<file path="src/rtl/sep_pkg.sv">
// Shared constants and the arrival-position to output-slot mapping used by sep_slots.
package sep_pkg;
    localparam int SEP_DEFAULT_WIDTH = 32'sd10;

    // Arrival position -> output slot index (op*ch + channel); optionally swaps the two middle groups.
    function automatic int unsigned slot_index(
        input int unsigned p,
        input int unsigned ch,
        input int unsigned ops,
        input int unsigned opswap
    );
        int unsigned grp;
        int unsigned chan;
        int unsigned op;
        grp  = p / ch;
        chan = p % ch;
        if ((opswap != 32'd0) && (ops == 32'd4) && (grp == 32'd1)) begin
            op = 32'd2;
        end else if ((opswap != 32'd0) && (ops == 32'd4) && (grp == 32'd2)) begin
            op = 32'd1;
        end else begin
            op = grp;
        end
        return op * ch + chan;
    endfunction
endpackage

</file>
<file path="src/rtl/sep_reduce.sv">
// Combinational masked AND/OR across N packed slots of WIDTH bits.
module sep_reduce #(
    parameter int WIDTH = 10,
    parameter int N     = 24
) (
    input  logic [N*WIDTH-1:0] data_i,
    input  logic [N-1:0]       mask_i,
    output logic [WIDTH-1:0]   and_o,
    output logic [WIDTH-1:0]   or_o
);
    // Unmasked slots are neutral: ones for AND, zeros for OR.
    always_comb begin
        and_o = {WIDTH{1'b1}};
        or_o  = {WIDTH{1'b0}};
        for (int k = 0; k < N; k++) begin
            if (mask_i[k]) begin
                and_o = and_o & data_i[k*WIDTH +: WIDTH];
                or_o  = or_o  | data_i[k*WIDTH +: WIDTH];
            end else begin
                and_o = and_o;
                or_o  = or_o;
            end
        end
    end
endmodule

</file>
<file path="src/rtl/sep_slots.sv">
// Demultiplexes a time-multiplexed sample stream into a live slot bank and publishes
// complete, continuity-checked frames into a shadow bank with masked AND/OR reductions.
module sep_slots
    import sep_pkg::*;
#(
    parameter int WIDTH  = SEP_DEFAULT_WIDTH,
    parameter int CH     = 6,
    parameter int OPS    = 4,
    parameter int POS0   = 0,
    parameter int OPSWAP = 1,
    localparam int N     = CH * OPS,
    localparam int CW    = $clog2(N)
) (
    input  logic                 clk,
    input  logic                 rst_n,
    input  logic                 clk_en,
    input  logic [WIDTH-1:0]     mixed,
    input  logic [CW-1:0]        cnt,
    input  logic [N-1:0]         mask,
    output logic [N*WIDTH-1:0]   slots,
    output logic                 frame_valid,
    output logic [WIDTH-1:0]     alland,
    output logic [WIDTH-1:0]     allor,
    output logic                 sync_err
);
    localparam logic [CW:0] N_W    = (CW+1)'(N);
    localparam logic [CW:0] LAST_W = (CW+1)'(N - 1);
    localparam logic [CW:0] POS0_W = (CW+1)'(POS0);
    localparam logic [CW:0] ONE_W  = (CW+1)'(32'd1);
    localparam logic [CW:0] ZERO_W = (CW+1)'(32'd0);

    logic [N*WIDTH-1:0] live_q;
    logic [N*WIDTH-1:0] live_d;
    logic [N*WIDTH-1:0] shadow_q;
    logic [WIDTH-1:0]   and_q;
    logic [WIDTH-1:0]   or_q;
    logic [WIDTH-1:0]   red_and_s;
    logic [WIDTH-1:0]   red_or_s;
    logic               fv_q;
    logic               err_q;
    logic               broken_q;
    logic               broken_d;
    logic               started_q;
    logic [CW:0]        prev_q;
    logic [CW:0]        sum_s;
    logic [CW:0]        pos_s;
    logic [CW:0]        exp_s;
    logic               in_range_s;
    logic               mismatch_s;
    logic               complete_s;
    logic [CW-1:0]      idx_s;

    // One extra bit keeps cnt + POS0 from wrapping before the modulo.
    assign sum_s      = {1'b0, cnt} + POS0_W;
    assign pos_s      = (sum_s >= N_W) ? (sum_s - N_W) : sum_s;
    assign in_range_s = ({1'b0, cnt} < N_W);
    assign exp_s      = (prev_q == LAST_W) ? ZERO_W : (prev_q + ONE_W);
    assign mismatch_s = started_q && (pos_s != exp_s);
    assign idx_s      = CW'(slot_index(32'(pos_s), 32'(CH), 32'(OPS), 32'(OPSWAP)));

    // Broken-frame tracking: p = 0 starts a fresh frame; the first sample after reset must be p = 0.
    always_comb begin
        broken_d = broken_q;
        if (!in_range_s) begin
            broken_d = 1'b1;
        end else if (pos_s == ZERO_W) begin
            broken_d = 1'b0;
        end else if (!started_q || mismatch_s) begin
            broken_d = 1'b1;
        end else begin
            broken_d = broken_q;
        end
    end

    assign complete_s = in_range_s && (pos_s == LAST_W) && !broken_d;

    // Live bank with this edge's sample merged in.
    always_comb begin
        live_d = live_q;
        for (int k = 0; k < N; k++) begin
            if (in_range_s && (idx_s == CW'(k))) begin
                live_d[k*WIDTH +: WIDTH] = mixed;
            end else begin
                live_d[k*WIDTH +: WIDTH] = live_q[k*WIDTH +: WIDTH];
            end
        end
    end

    sep_reduce #(
        .WIDTH (WIDTH),
        .N     (N)
    ) u_reduce (
        .data_i (live_d),
        .mask_i (mask),
        .and_o  (red_and_s),
        .or_o   (red_or_s)
    );

    // Frame state, shadow publication and sticky error flag.
    always_ff @(posedge clk or negedge rst_n) begin
        if (!rst_n) begin
            live_q    <= {(N*WIDTH){1'b0}};
            shadow_q  <= {(N*WIDTH){1'b0}};
            and_q     <= {WIDTH{1'b0}};
            or_q      <= {WIDTH{1'b0}};
            fv_q      <= 1'b0;
            err_q     <= 1'b0;
            broken_q  <= 1'b0;
            started_q <= 1'b0;
            prev_q    <= ZERO_W;
        end else if (clk_en) begin
            live_q   <= live_d;
            fv_q     <= complete_s;
            err_q    <= err_q | !in_range_s | (in_range_s & mismatch_s);
            broken_q <= broken_d;
            if (in_range_s) begin
                prev_q    <= pos_s;
                started_q <= 1'b1;
            end
            if (complete_s) begin
                shadow_q <= live_d;
                and_q    <= red_and_s;
                or_q     <= red_or_s;
            end
        end
    end

    assign slots       = shadow_q;
    assign frame_valid = fv_q;
    assign alland      = and_q;
    assign allor       = or_q;
    assign sync_err    = err_q;
endmodule

</file>
<file path="config.mk">
export PLATFORM = sky130hd
export DESIGN_NAME = sep_slots
export DESIGN_NICKNAME = d
export VERILOG_FILES = /design/src/rtl/sep_pkg.sv /design/src/rtl/sep_reduce.sv /design/src/rtl/sep_slots.sv
export SDC_FILE = /design/constraint.sdc
export NUM_CORES = 1
export LEC_CHECK = 0
export BUFFER_PORTS_ARGS = -buffer_cell sky130_fd_sc_hd__buf_4
export CAP_MARGIN = 30
export CORE_MARGIN = 5
export CORE_UTILIZATION = 50
export DETAILED_ROUTE_END_ITERATION = 12
export PLACE_DENSITY = 0.69
export SLEW_MARGIN = 20
export SYNTH_ARGS = -nofsm -noshare
export SYNTH_HDL_FRONTEND = slang
export SYNTH_SLANG_ARGS = --single-unit
</file>
<file path="constraint.sdc">
create_clock -name clk -period 3.1 [get_ports clk]
set_input_delay 0.31 -clock clk [delete_from_list [all_inputs] [get_ports clk]]
set_output_delay 0.31 -clock clk [all_outputs]
set_load 0.005 [all_outputs]
</file>
**Word level (Yosys, flattened, before mapping)**

Cells that the tools add are included.

- Output and inout port bits: 262
- Word-level logic and storage cells: 208
- Flip-flop bits (word level): 510
- Input port bits: 42

- Equal/unequal tests: 28
- Div/mod/pow operators: 2
- Multiply operators: 1
- Order comparisons: 2
- Bitwise operators: 49
- Add/sub/neg operators: 3
- Reduce and logical (&&, ||, !) cells: 35
- Mux-type cells: 79

Operators with widths:

| operator | number |
|---|---|
| 10-bit 2-to-1 mux | 72 |
| 10-bit bitwise AND | 23 |
| 10-bit OR | 23 |
| 32-bit 2-to-1 mux | 2 |
| 5-bit by 4-bit == test with 1-bit output (second input constant) | 8 |
| 5-bit == test (second input constant) | 8 |
| 6-bit by 3-bit divider with 32-bit output (second input constant) | 1 |
| 32-bit by 1-bit == test with 1-bit output (second input constant) | 1 |
| 32-bit by 2-bit == test with 1-bit output (second input constant) | 1 |
| 6-bit by 3-bit modulo with 32-bit output (second input constant) | 1 |
| 32-bit by 2-bit multiplier with 4-bit output (second input constant) | 1 |
| 1-bit logical AND | 27 |
| 5-bit by 3-bit == test with 1-bit output (second input constant) | 4 |
| 6-bit by 5-bit == test with 1-bit output (second input constant) | 2 |
| 6-bit 2-to-1 mux | 2 |
| 5-bit by 2-bit == test with 1-bit output (second input constant) | 2 |
| 6-bit by 1-bit adder with 6-bit output (second input constant) | 1 |
| 6-bit logical NOT | 1 |
| 6-bit inequality test | 1 |
| 5-bit by 5-bit subtractor with 6-bit output (second input constant) | 1 |
| 5-bit adder | 1 |
| 5-bit by 1-bit == test with 1-bit output (second input constant) | 1 |
| 5-bit greater-or-equal comparator (second input constant) | 1 |
| 5-bit logical NOT | 1 |
| other kinds (7) | 13 |

**Depth between registers and ports, before layout**

Gate-level depths: netlist (run 1).

- Depth in word-level cells: 58
- Depth in mapped cells: 25
- Gate-level depth less buffers: 19

**By module**

From an unflattened synthesis (run 1), not the netlist that was laid out.

- Cells, all modules: 1,887
- Area total of the unflattened synthesis: 25,558.3 sq um

Modules (own cells, without submodules):

| module | sequential area each (sq um) | area an instance (sq um) | times used | cells each |
|---|---|---|---|---|
| sep_slots | 12,762.2 | 23,092.1 | 1 | 1,519 |
| sep_reduce | 0.0 | 2,466.1 | 1 | 368 |

**Worst setup path after synthesis (run 1)**

OpenSTA, ideal clock, no wires.

- Path kind: input-to-reg
- Start: input cnt[3]
- End: register or_q[9], in the netlist allor[9]
- Required time: 2.979 ns
- Data arrival time: 4.490 ns
- Path slack: -1.511 ns
- Stages: 22
- Path buffers: 3
- Setup time: 0.121 ns
- Path through: buf_2 > inv_1 > nand2_1 > inv_1 > nand2_1 > o21ai_0 > a21o_1 > inv_1 > nand2_1 > o21ai_0 > fa_1 > inv_1 > ha_1 > a21oi_2 > nand3_1 > buf_4 > a21oi_1 > buf_4 > mux2_4 > a2111o_1 > or4_1 > o22a_1

- Longest elaborated chain between the ends: 58

RTL lines:

| item | line | RTL |
|---|---|---|
| from (decl) | sep_slots.sv:18 | `input logic [CW-1:0] cnt,` |
| 5-bit by 5-bit subtractor with 6-bit output or 5-bit greater-or-equal comparator (tied branches) | sep_slots.sv:55 | `assign pos_s = (sum_s >= N_W) ? (sum_s - N_W) : sum_s;` |
| 6-bit 2-to-1 mux | sep_slots.sv:55 |  |
| 6-bit by 3-bit divider with 32-bit output | sep_pkg.sv:15 | `grp = p / ch;` |
| 32-bit by 2-bit == test with 1-bit output | sep_pkg.sv:19 | `end else if ((opswap != 32'd0) && (ops == 32'd4) && (grp == 32'd2)) begin` |
| 32-bit 2-to-1 mux | sep_pkg.sv:19 |  |
| 32-bit 2-to-1 mux | sep_pkg.sv:17 | `if ((opswap != 32'd0) && (ops == 32'd4) && (grp == 32'd1)) begin` |
| 32-bit by 2-bit multiplier with 4-bit output | sep_pkg.sv:24 | `return op * ch + chan;` |
| 5-bit adder | sep_pkg.sv:24 |  |
| [... 42 more ...] | -- |  |
| 10-bit OR | sep_reduce.sv:18 | `or_o = or_o \| data_i[k*WIDTH +: WIDTH];` |
| 10-bit 2-to-1 mux | sep_reduce.sv:16 | `if (mask_i[k]) begin` |
| 10-bit OR | sep_reduce.sv:18 |  |
| 10-bit 2-to-1 mux | sep_reduce.sv:16 |  |
| 10-bit OR | sep_reduce.sv:18 |  |
| 10-bit 2-to-1 mux | sep_reduce.sv:16 |  |
| 10-bit OR | sep_reduce.sv:18 |  |
| 10-bit 2-to-1 mux | sep_reduce.sv:16 |  |
| to (signal assigned) | sep_slots.sv:105 | `or_q <= {WIDTH{1'b0}};` |
| to (signal assigned) | sep_slots.sv:123 | `or_q <= red_or_s;` |
| to (decl) | sep_slots.sv:36 | `logic [WIDTH-1:0] or_q;` |

Several ways; a longest one is shown, not always the timed one.
A chain may end at the register's enable or synchronous reset.

**Final worst setup path (run 1)**

- Start: input cnt[3]
- End: register or_q[3], in the netlist allor[3]

The elaborated chain is that of the path after synthesis.

==> impl_summary.txt, run 1 <==
----------------------------------------------------
[Run status]
  Run status ... finished, violations left
  Failing checks ... setup timing

[Cells and area]
  Most common cell after layout, fill and taps aside ... buf_4
  Layout Nets ... ~3.9k
  Number of standard cells in the final layout excluding fillers ... 4657
  Commonest cells after routing, fill and taps aside ... 746 x buf_4, 641 x nand2_1, 510 x dfrtp_1
  Layout cells sized above 1 ... about two fifths
  Utilization of the core after routing ... roughly 71%
  Area overhead of the layout relative to synthesis ... 42.3%

[Clock tree]
  Clock sink count ... about 500
  Clk slew on worst S/H paths ... approximately 0.070 ns
  Clock tree from TritonCTS ... done
  Clock buffer count from CTS ... between 50 and 60
  Insertion delay of the later-clocked pin in the worst-skew pair ... around 0.64 ns
  Root Buffer Master ... clkbuf_16
  Maximum clock path buffer count ... 3
  H-tree levels ... 2

[Synth]
  Sequential area share after synthesis ... between 40% and 50%
  Flip-flop and latch count after synthesis ... 510
  Distinct cells, synth ... between 70 and 80
  Synth warn ... 0
  Mean Syn Cell Area ... 9.76 µm²
  Async set or reset register ratio after synthesis ... 100%
  Post-synthesis cell type with the largest combined area ... dfrtp_1
  Gate Count Post-Synth ... ~3.1k
  Area share of the leading cell type in the synthesized netlist ... between 40% and 50%
  Main flop type after synthesis ... dfrtp_1
  Top cells by area in the synthesized netlist ... dfrtp_1 42%, mux2i_1 15%, mux2_2 12%
  Summed instance area of the synthesized netlist ... slightly above 0.03 mm²
  Number of flops mapped to enable cells by yosys ... 0

[Die]
  Std-Cell Rows ... 90
  Horizontal die dimension ... between 200 and 300 µm
  Area of the core ... between 0.06 and 0.07 mm²
  Chip Height ... between 200 and 300 µm
  I/O pin count ... just over 300
  Initial cell density of the core ... between 50% and 60%
  Die Area ... 0.0654 mm²

[Run]
  Number of violations of the max-capacitance limit ... 0

[Pwr]
  VDD IR-drop max ... 654 µV
  Fraction of power consumed by combinational cells ... ~43%
  Sequential power share ... roughly a third
  Switching Fraction ... a little under two fifths
  Pleak ... approximately 0.019 µW
  Cell area power density ... 724 mW/mm²
  Net switching power ... 11700 µW
  Post-route total power ... between 30000 and 40000 µW
  Clk pwr share ... 24.3%
  Internal cell power ... approximately 19000 µW

[Placement]
  Final weighted congestion in routability-driven placement ... around 1.0
  IO Port Bufs ... approximately 300
  Post-detailed-placement half-perimeter wirelength ... slightly below 100 mm
  Number of cells in the design after placement ... between 4k and 5k

[Setup path]
  Critical Setup Path Class ... in2reg
  Critical Path Slowest Stage Cell ... fa_1
  Largest stage delay, worst path ... around 0.57 ns
  Family with the most delay on the worst path ... buffers and inverters
  Kind of capture point of the worst setup path ... register
  WP buf/inv ... 12
  Highest net fanout along the worst path ... 5
  Register-to-register path setup slack ... roughly 0.030 ns
  Nature of the critical path startpoint ... primary input
  Most used cell along the critical path ... buf_6
  Req. time, crit path ... around 3.6 ns
  Arr. time, crit path ... ~4.5 ns

[Routing]
  Wire per inst ... 29.3 µm
  Wire length after detailed routing ... 137 mm
  Post-route ant nets ... 0
  DRT Pass-1 Iters ... 7
  Post-detailed-route DRC marker count ... 0
  DRT iter0 DRCs ... roughly 3.2k
  Vias per Instance ... just over 6
  Via count ... between 20k and 30k

[STA]
  Worst Hold Slack ... approximately 0.059 ns
  Final critical-path setup slack ... -0.865 ns
  Max-slew headroom ... 29.9%
  Peak clock frequency supported by timing ... 252 MHz
  Total of endpoints with negative setup slack in the final report ... between 300 and 400
  Least-Margin Pin Slew ... between 1 and 1.5 ns
  Final max-slew violation count ... 0
  Number of failing hold endpoints at the final stage ... 0
  Unrepaired setup endpoints after global routing ... true
  Fin crit share ... 128%
  Worst Clk Skew ... 0.0280 ns
  Final worst path period need ... ~4.0 ns
  Total negative setup slack ... -89.60 ns

[GRT]
  Remaining global-route overflow ... 0
  Vias in the first global route ... approximately 28k
  Antenna violations before repair ... 10
  Overall global routing resource usage ... roughly 40%
  Largest net degree at the start of global routing ... 88
  First-pass GRT wire length ... between 150 and 200 mm

[Hold path]
  Worst min-delay path class ... in2reg

----------------------------------------------------
[path summary, 6_finish.rpt]
| kind | startpoint | depth (start not counted) | end |
|---|---|---|---|
| worst max register to register | prev_q[0] | 9 | allor[9] |
| min in group asynchronous | rst_n | 2 | slots[189] |
| worst max-delay path | cnt[3] | 27 | allor[3] |
| worst min-delay path | cnt[0] | 2 | prev_q[0] |
| worst min register to register | slots[4] | 2 | slots[4] |
| max in group asynchronous | rst_n | 4 | slots[70] |
[final cells by class]
type                       instances  area [µm²]
sequential                       510       12800
clock inverter                    35         480
tap                              782         978
antenna                            2        5.00
timing repair buffer             954        8800
fill                            4293       17100
multi-input combinational       2278       18200
inverter                          25         114
clock buffer                      71        1600
[kinds of logic (layout without fill, tap and decap cells)]
| logic type | after synthesis | in the layout | share of synthesized area (%) |
|---|---|---|---|
| AOI/OAI and AO/OA | 416 | 416 | 9.22 |
| xor gates and xnor gates | 6 | 6 | 0.269 |
| adders and majority gates | 9 | 9 | 0.422 |
| buffers and inverters | 314 | 1085 | 4.75 |
| DFF | 510 | 510 | 42.2 |
| muxes | 780 | 780 | 27.2 |
| other | 1 | 5 | 0.0124 |
| and+or+nand+nor | 1061 | 1064 | 15.9 |
[worst reg2reg max path: cells and delay by family (launching register included)]
kind	cells	cell delay, ns
and+or+nand+nor	3	1.01
adders and majority gates	1	0.26
buffers and inverters	2	0.45
AOI/OAI and AO/OA	3	0.81
DFF	1	0.42
[flip-flops by register name (all words and copies together) (netlist names)]
register	flops
live_q	240
slots	240
alland	10
allor	10
prev_q	6
broken_q	1
frame_valid	1
started_q	1
sync_err	1
[metrics by stage]
stage	area (µm²)	setup slack [ns]
3_3_place_gp	36800	-2.21
2_1_floorplan	30500	-0.991
6_report	43000	-0.865
4_1_cts	41300	-0.668
3_5_place_dp	36800	-1.85
5_1_grt	43000	-0.959
[Yosys cell counts, types with 3 or more instances]
cell       count
a2111o_1       9
a22oi_1       21
a21oi_1       19
and2_1        12
buf_1          6
nor2b_1       89
inv_1         17
nand2_1      653
buf_2         51
nand4b_1       3
nor3_1         9
a2111oi_0     53
buf_6          4
o21ai_1        4
a21o_1         5
mux2_2       318
o22ai_1       17
ha_1           7
a21oi_4        3
nor4_1         3
nand2b_1     128
o2111ai_1     26
buf_4         43
o22a_1         6
o2111a_1      16
and4_1         5
o21ai_0      211
nand4_1       24
nor2_1       102
clkbuf_1     185
mux2i_1      460
nand3_1        7
or4_1         12
clkinv_1       8
dfrtp_1      510
o211ai_1       3
[power groups by stage]
| stage | logic (µW) | registers [µW] | clock network [µW] |
|---|---|---|---|
| floorplan | 5170 | 9020 | 0 |
| global placement | 10500 | 9890 | 0 |
| detailed placement | 10600 | 9950 | 0 |
| CTS | 12100 | 9940 | 7610 |
| global route | 13800 | 10200 | 7890 |
| finish | 13400 | 10100 | 7560 |
[layer usage]
layer	vias to the layer above	part of all wire (%)	global-route usage, %
li1	12272	-	-
met1	14302	38	50.3
met2	1515	46	62.7
met3	466	8.4	8.34
met4	8	7.9	23.2
met5	-	0.041	0
[what timing repair did]
| action | 4_1_cts | 5_1_grt |
|---|---|---|
| endpoints found under the hold margin | 60 | 0 |
| pin swaps | 66 | 77 |
| resized for setup | 371 | 293 |
| hold buffers | 1 | 0 |
| endpoints found under the setup margin | 403 | 478 |
| buffers inserted | 78 | 91 |
| gates cloned | 7 | 4 |
Note: power is estimated with default switching activity, not from simulation.
==> run 2: changes to the inputs <==
PLACE_DENSITY = 0.7   (was 0.69)
SYNTH_HIERARCHICAL = 1   (was default)
==> impl_summary.txt, run 2 <==
----------------------------------------------------
[Clock tree]
  Clock buffer count from CTS ... 54
  Maximum clock path buffer count ... 3
  Clock sink count ... a little over 500
  H-tree levels ... 2
  Clock tree from TritonCTS ... done
  Insertion delay of the later-clocked pin in the worst-skew pair ... around 0.64 ns
  Clk slew on worst S/H paths ... approximately 0.06 ns
  Root Buffer Master ... clkbuf_16

[Setup path]
  Critical Setup Path Class ... in2reg
  Highest net fanout along the worst path ... 6
  Family with the most delay on the worst path ... compound AO/OA/AOI/OAI gates
  Largest stage delay, worst path ... 0.42 ns
  Nature of the critical path startpoint ... primary input
  Cells along the critical path ... buf_6 -> o21ai_2 -> a21oi_2 -> a211o_1 -> ha_2 -> inv_2 -> fa_1 -> inv_2 -> ha_4 -> a21oi_4 -> a21oi_4 -> buf_12 -> buf_12 -> o2111ai_4 -> mux2_2 -> a22oi_1 -> buf_4 -> nand4_1 -> nor2_1 -> nand4_1 -> mux2_4
  Number of cells on the critical path ... 21
  Kind of capture point of the worst setup path ... register
  Critical Path Slowest Stage Cell ... fa_1
  Cell count of the worst reg-to-reg path ... 8
  Arr. time, crit path ... between 4 and 5 ns
  WP buf/inv ... 6
  Req. time, crit path ... approximately 3.6 ns

[Die]
  Std-Cell Rows ... a little over 80
  Initial cell density of the core ... 50.7%
  Horizontal die dimension ... ~240 µm
  Area of the core ... roughly 0.050 mm²
  Die Area ... 0.0557 mm²
  I/O pin count ... a little over 300
  Chip Height ... around 240 µm

[Routing]
  Via count ... between 20k and 25k
  DRT Pass-1 Iters ... 6
  Post-detailed-route DRC marker count ... 0
  Wire per inst ... between 30 and 40 µm
  Post-route ant nets ... 0
  DRT iter0 DRCs ... 2588
  Wire length after detailed routing ... 128 mm
  Vias per Instance ... 6.64

[Synth]
  Synth warn ... 6
  Top cells by area in the synthesized netlist ... dfrtp_1 50%, mux2_2 33%, a22oi_1 2.9%
  Area share of the leading cell type in the synthesized netlist ... 49.9%
  Mean Syn Cell Area ... between 10 and 15 µm²
  Gate Count Post-Synth ... approximately 1.9k
  Post-synthesis cell type with the largest combined area ... dfrtp_1
  Most used standard cells in the synthesized netlist ... 744 x mux2_2, 510 x dfrtp_1, 120 x o22ai_1, 100 x a22oi_1, 60 x clkbuf_1
  Sequential area share after synthesis ... approximately 50%
  Distinct cells, synth ... 63
  Flip-flop and latch count after synthesis ... 510
  Main flop type after synthesis ... dfrtp_1
  Number of flops mapped to enable cells by yosys ... 0
  Async set or reset register ratio after synthesis ... 100%
  Summed instance area of the synthesized netlist ... around 0.026 mm²
  Library cell with the highest instance count after synthesis ... mux2_2

[Pwr]
  Pleak ... roughly 0.019 µW
  Post-route total power ... between 30000 and 40000 µW
  VDD IR-drop max ... between 500 and 600 µV
  Internal cell power ... 20200 µW
  Fraction of power consumed by combinational cells ... about half
  Sequential power share ... approximately 28%
  Switching Fraction ... around 38%
  Net switching power ... ~12000 µW
  Cell area power density ... between 800 and 900 mW/mm²
  Clk pwr share ... 20.9%

[Run]
  Number of violations of the max-capacitance limit ... 0

[STA]
  Worst Hold Slack ... between 0.1 and 0.15 ns
  Peak clock frequency supported by timing ... between 200 and 250 MHz
  Least-Margin Pin Slew ... ~0.86 ns
  Final critical-path setup slack ... -0.951 ns
  Final max-slew violation count ... 0
  Unrepaired setup endpoints after global routing ... true
  Fin crit share ... 131%
  Total of endpoints with negative setup slack in the final report ... between 400 and 500
  Total negative setup slack ... -111.00 ns
  Worst Clk Skew ... between 0.03 and 0.04 ns
  Number of failing hold endpoints at the final stage ... 0
  Final worst path period need ... 4.05 ns
  Max-slew headroom ... a little over two fifths

[GRT]
  Remaining global-route overflow ... 0
  First-pass GRT wire length ... between 150 and 200 mm
  Largest net degree at the start of global routing ... 84
  Antenna violations before repair ... 4
  Overall global routing resource usage ... a little over two fifths
  Vias in the first global route ... roughly 23k

[Placement]
  Post-detailed-placement half-perimeter wirelength ... between 80 and 90 mm
  IO Port Bufs ... 303
  Final weighted congestion in routability-driven placement ... 1.01

[Run status]
  Run status ... finished, violations left
  Failing checks ... setup timing

[Cells and area]
  Layout Nets ... 2807
  Commonest cells after routing, fill and taps aside ... 619 x buf_4, 510 x dfrtp_1, 420 x mux2_2
  Most common cell after layout, fill and taps aside ... buf_4
  Layout cells sized above 1 ... between 70% and 80%
  Area overhead of the layout relative to synthesis ... 52.3%

[Hold path]
  Number of cells on the worst hold path ... 3
  Worst min-delay path class ... in2reg

----------------------------------------------------
-- run 2: logic make-up (layout without fill, tap and decap cells) --
kind of cell	count (synthesis)	count (layout)	synth area share (%)
muxes	747	747	32.9
DFF	510	510	49.9
AOI/OAI and AO/OA	289	289	8.72
and+or+nand+nor	165	167	4.70
buffers and inverters	158	1067	2.88
adders and majority gates	9	9	0.499
xor gates and xnor gates	8	8	0.348
other	1	9	0.0147
-- run 2: power groups by stage --
| stage | Clock, µW | Sequential [µW] | Combinational [µW] |
|---|---|---|---|
| after floorplan | 0 | 8640 | 5460 |
| after global placement | 0 | 8790 | 12300 |
| after detailed placement | 0 | 8910 | 12300 |
| after CTS | 6730 | 8820 | 14200 |
| after global routing | 7030 | 9100 | 16700 |
| final | 6760 | 8990 | 16700 |
-- run 2: repair_timing --
action                     in CTS  in global routing
hold buffers                    1                  0
pin swaps                      74                 52
setup buffers                  74                107
cloned                          5                  7
gates resized for setup       385                386
setup endpoints to repair     500                500
hold endpoints to repair       66                  0
-- run 2: cell type report --
type / instances / area [µm²]
fill: 2859 / 11500
antenna: 6 / 15.0
clock inverter: 22 / 258
multi-input combinational: 1223 / 14500
sequential: 510 / 12800
clock buffer: 78 / 1550
tap: 672 / 841
timing repair buffer: 930 / 8830
inverter: 37 / 153
-- run 2: metrics by stage --
stage | area [µm²] | std cells | util (%) | setup slack [ns]
floorplan | 25800 | 1889 | - | -1.19
global placement | 32400 | 3220 | 64.3 | -2.08
detailed placement | 32400 | 3220 | 64.3 | -2.06
CTS | 36600 | 3394 | 72.7 | -0.799
global route | 38900 | 3473 | 77.2 | -0.989
finish | 38900 | 3478 | 77.3 | -0.951
-- run 2: worst paths after layout --
| path | start | end | slack [ns] |
|---|---|---|---|
| worst max register to register | prev_q[0] | slots[97] | 0.01 |
| max in group asynchronous | rst_n | slots[97] | 1.65 |
| worst min-delay path | cnt[2] | prev_q[2] | 0.13 |
| min in group asynchronous | rst_n | sync_err | 0.34 |
| worst max-delay path | cnt[1] | allor[7] | -0.95 |
| worst min register to register | frame_valid | frame_valid | 0.48 |
-- run 2: worst min-delay path, delay by kind of cell --
kind	cells	cell delay, ns
buffers and inverters	2	0.24
muxes	1	0.15
-- run 2: metal layers --
| metal | vias up | wire, µm | GRT usage, % |
|---|---|---|---|
| met5 | - | 115 | 0 |
| met2 | 1706 | 57600 | 65.8 |
| li1 | 8951 | - | - |
| met4 | 4 | 9840 | 21.1 |
| met3 | 538 | 13700 | 12.0 |
| met1 | 11895 | 47000 | 53.9 |
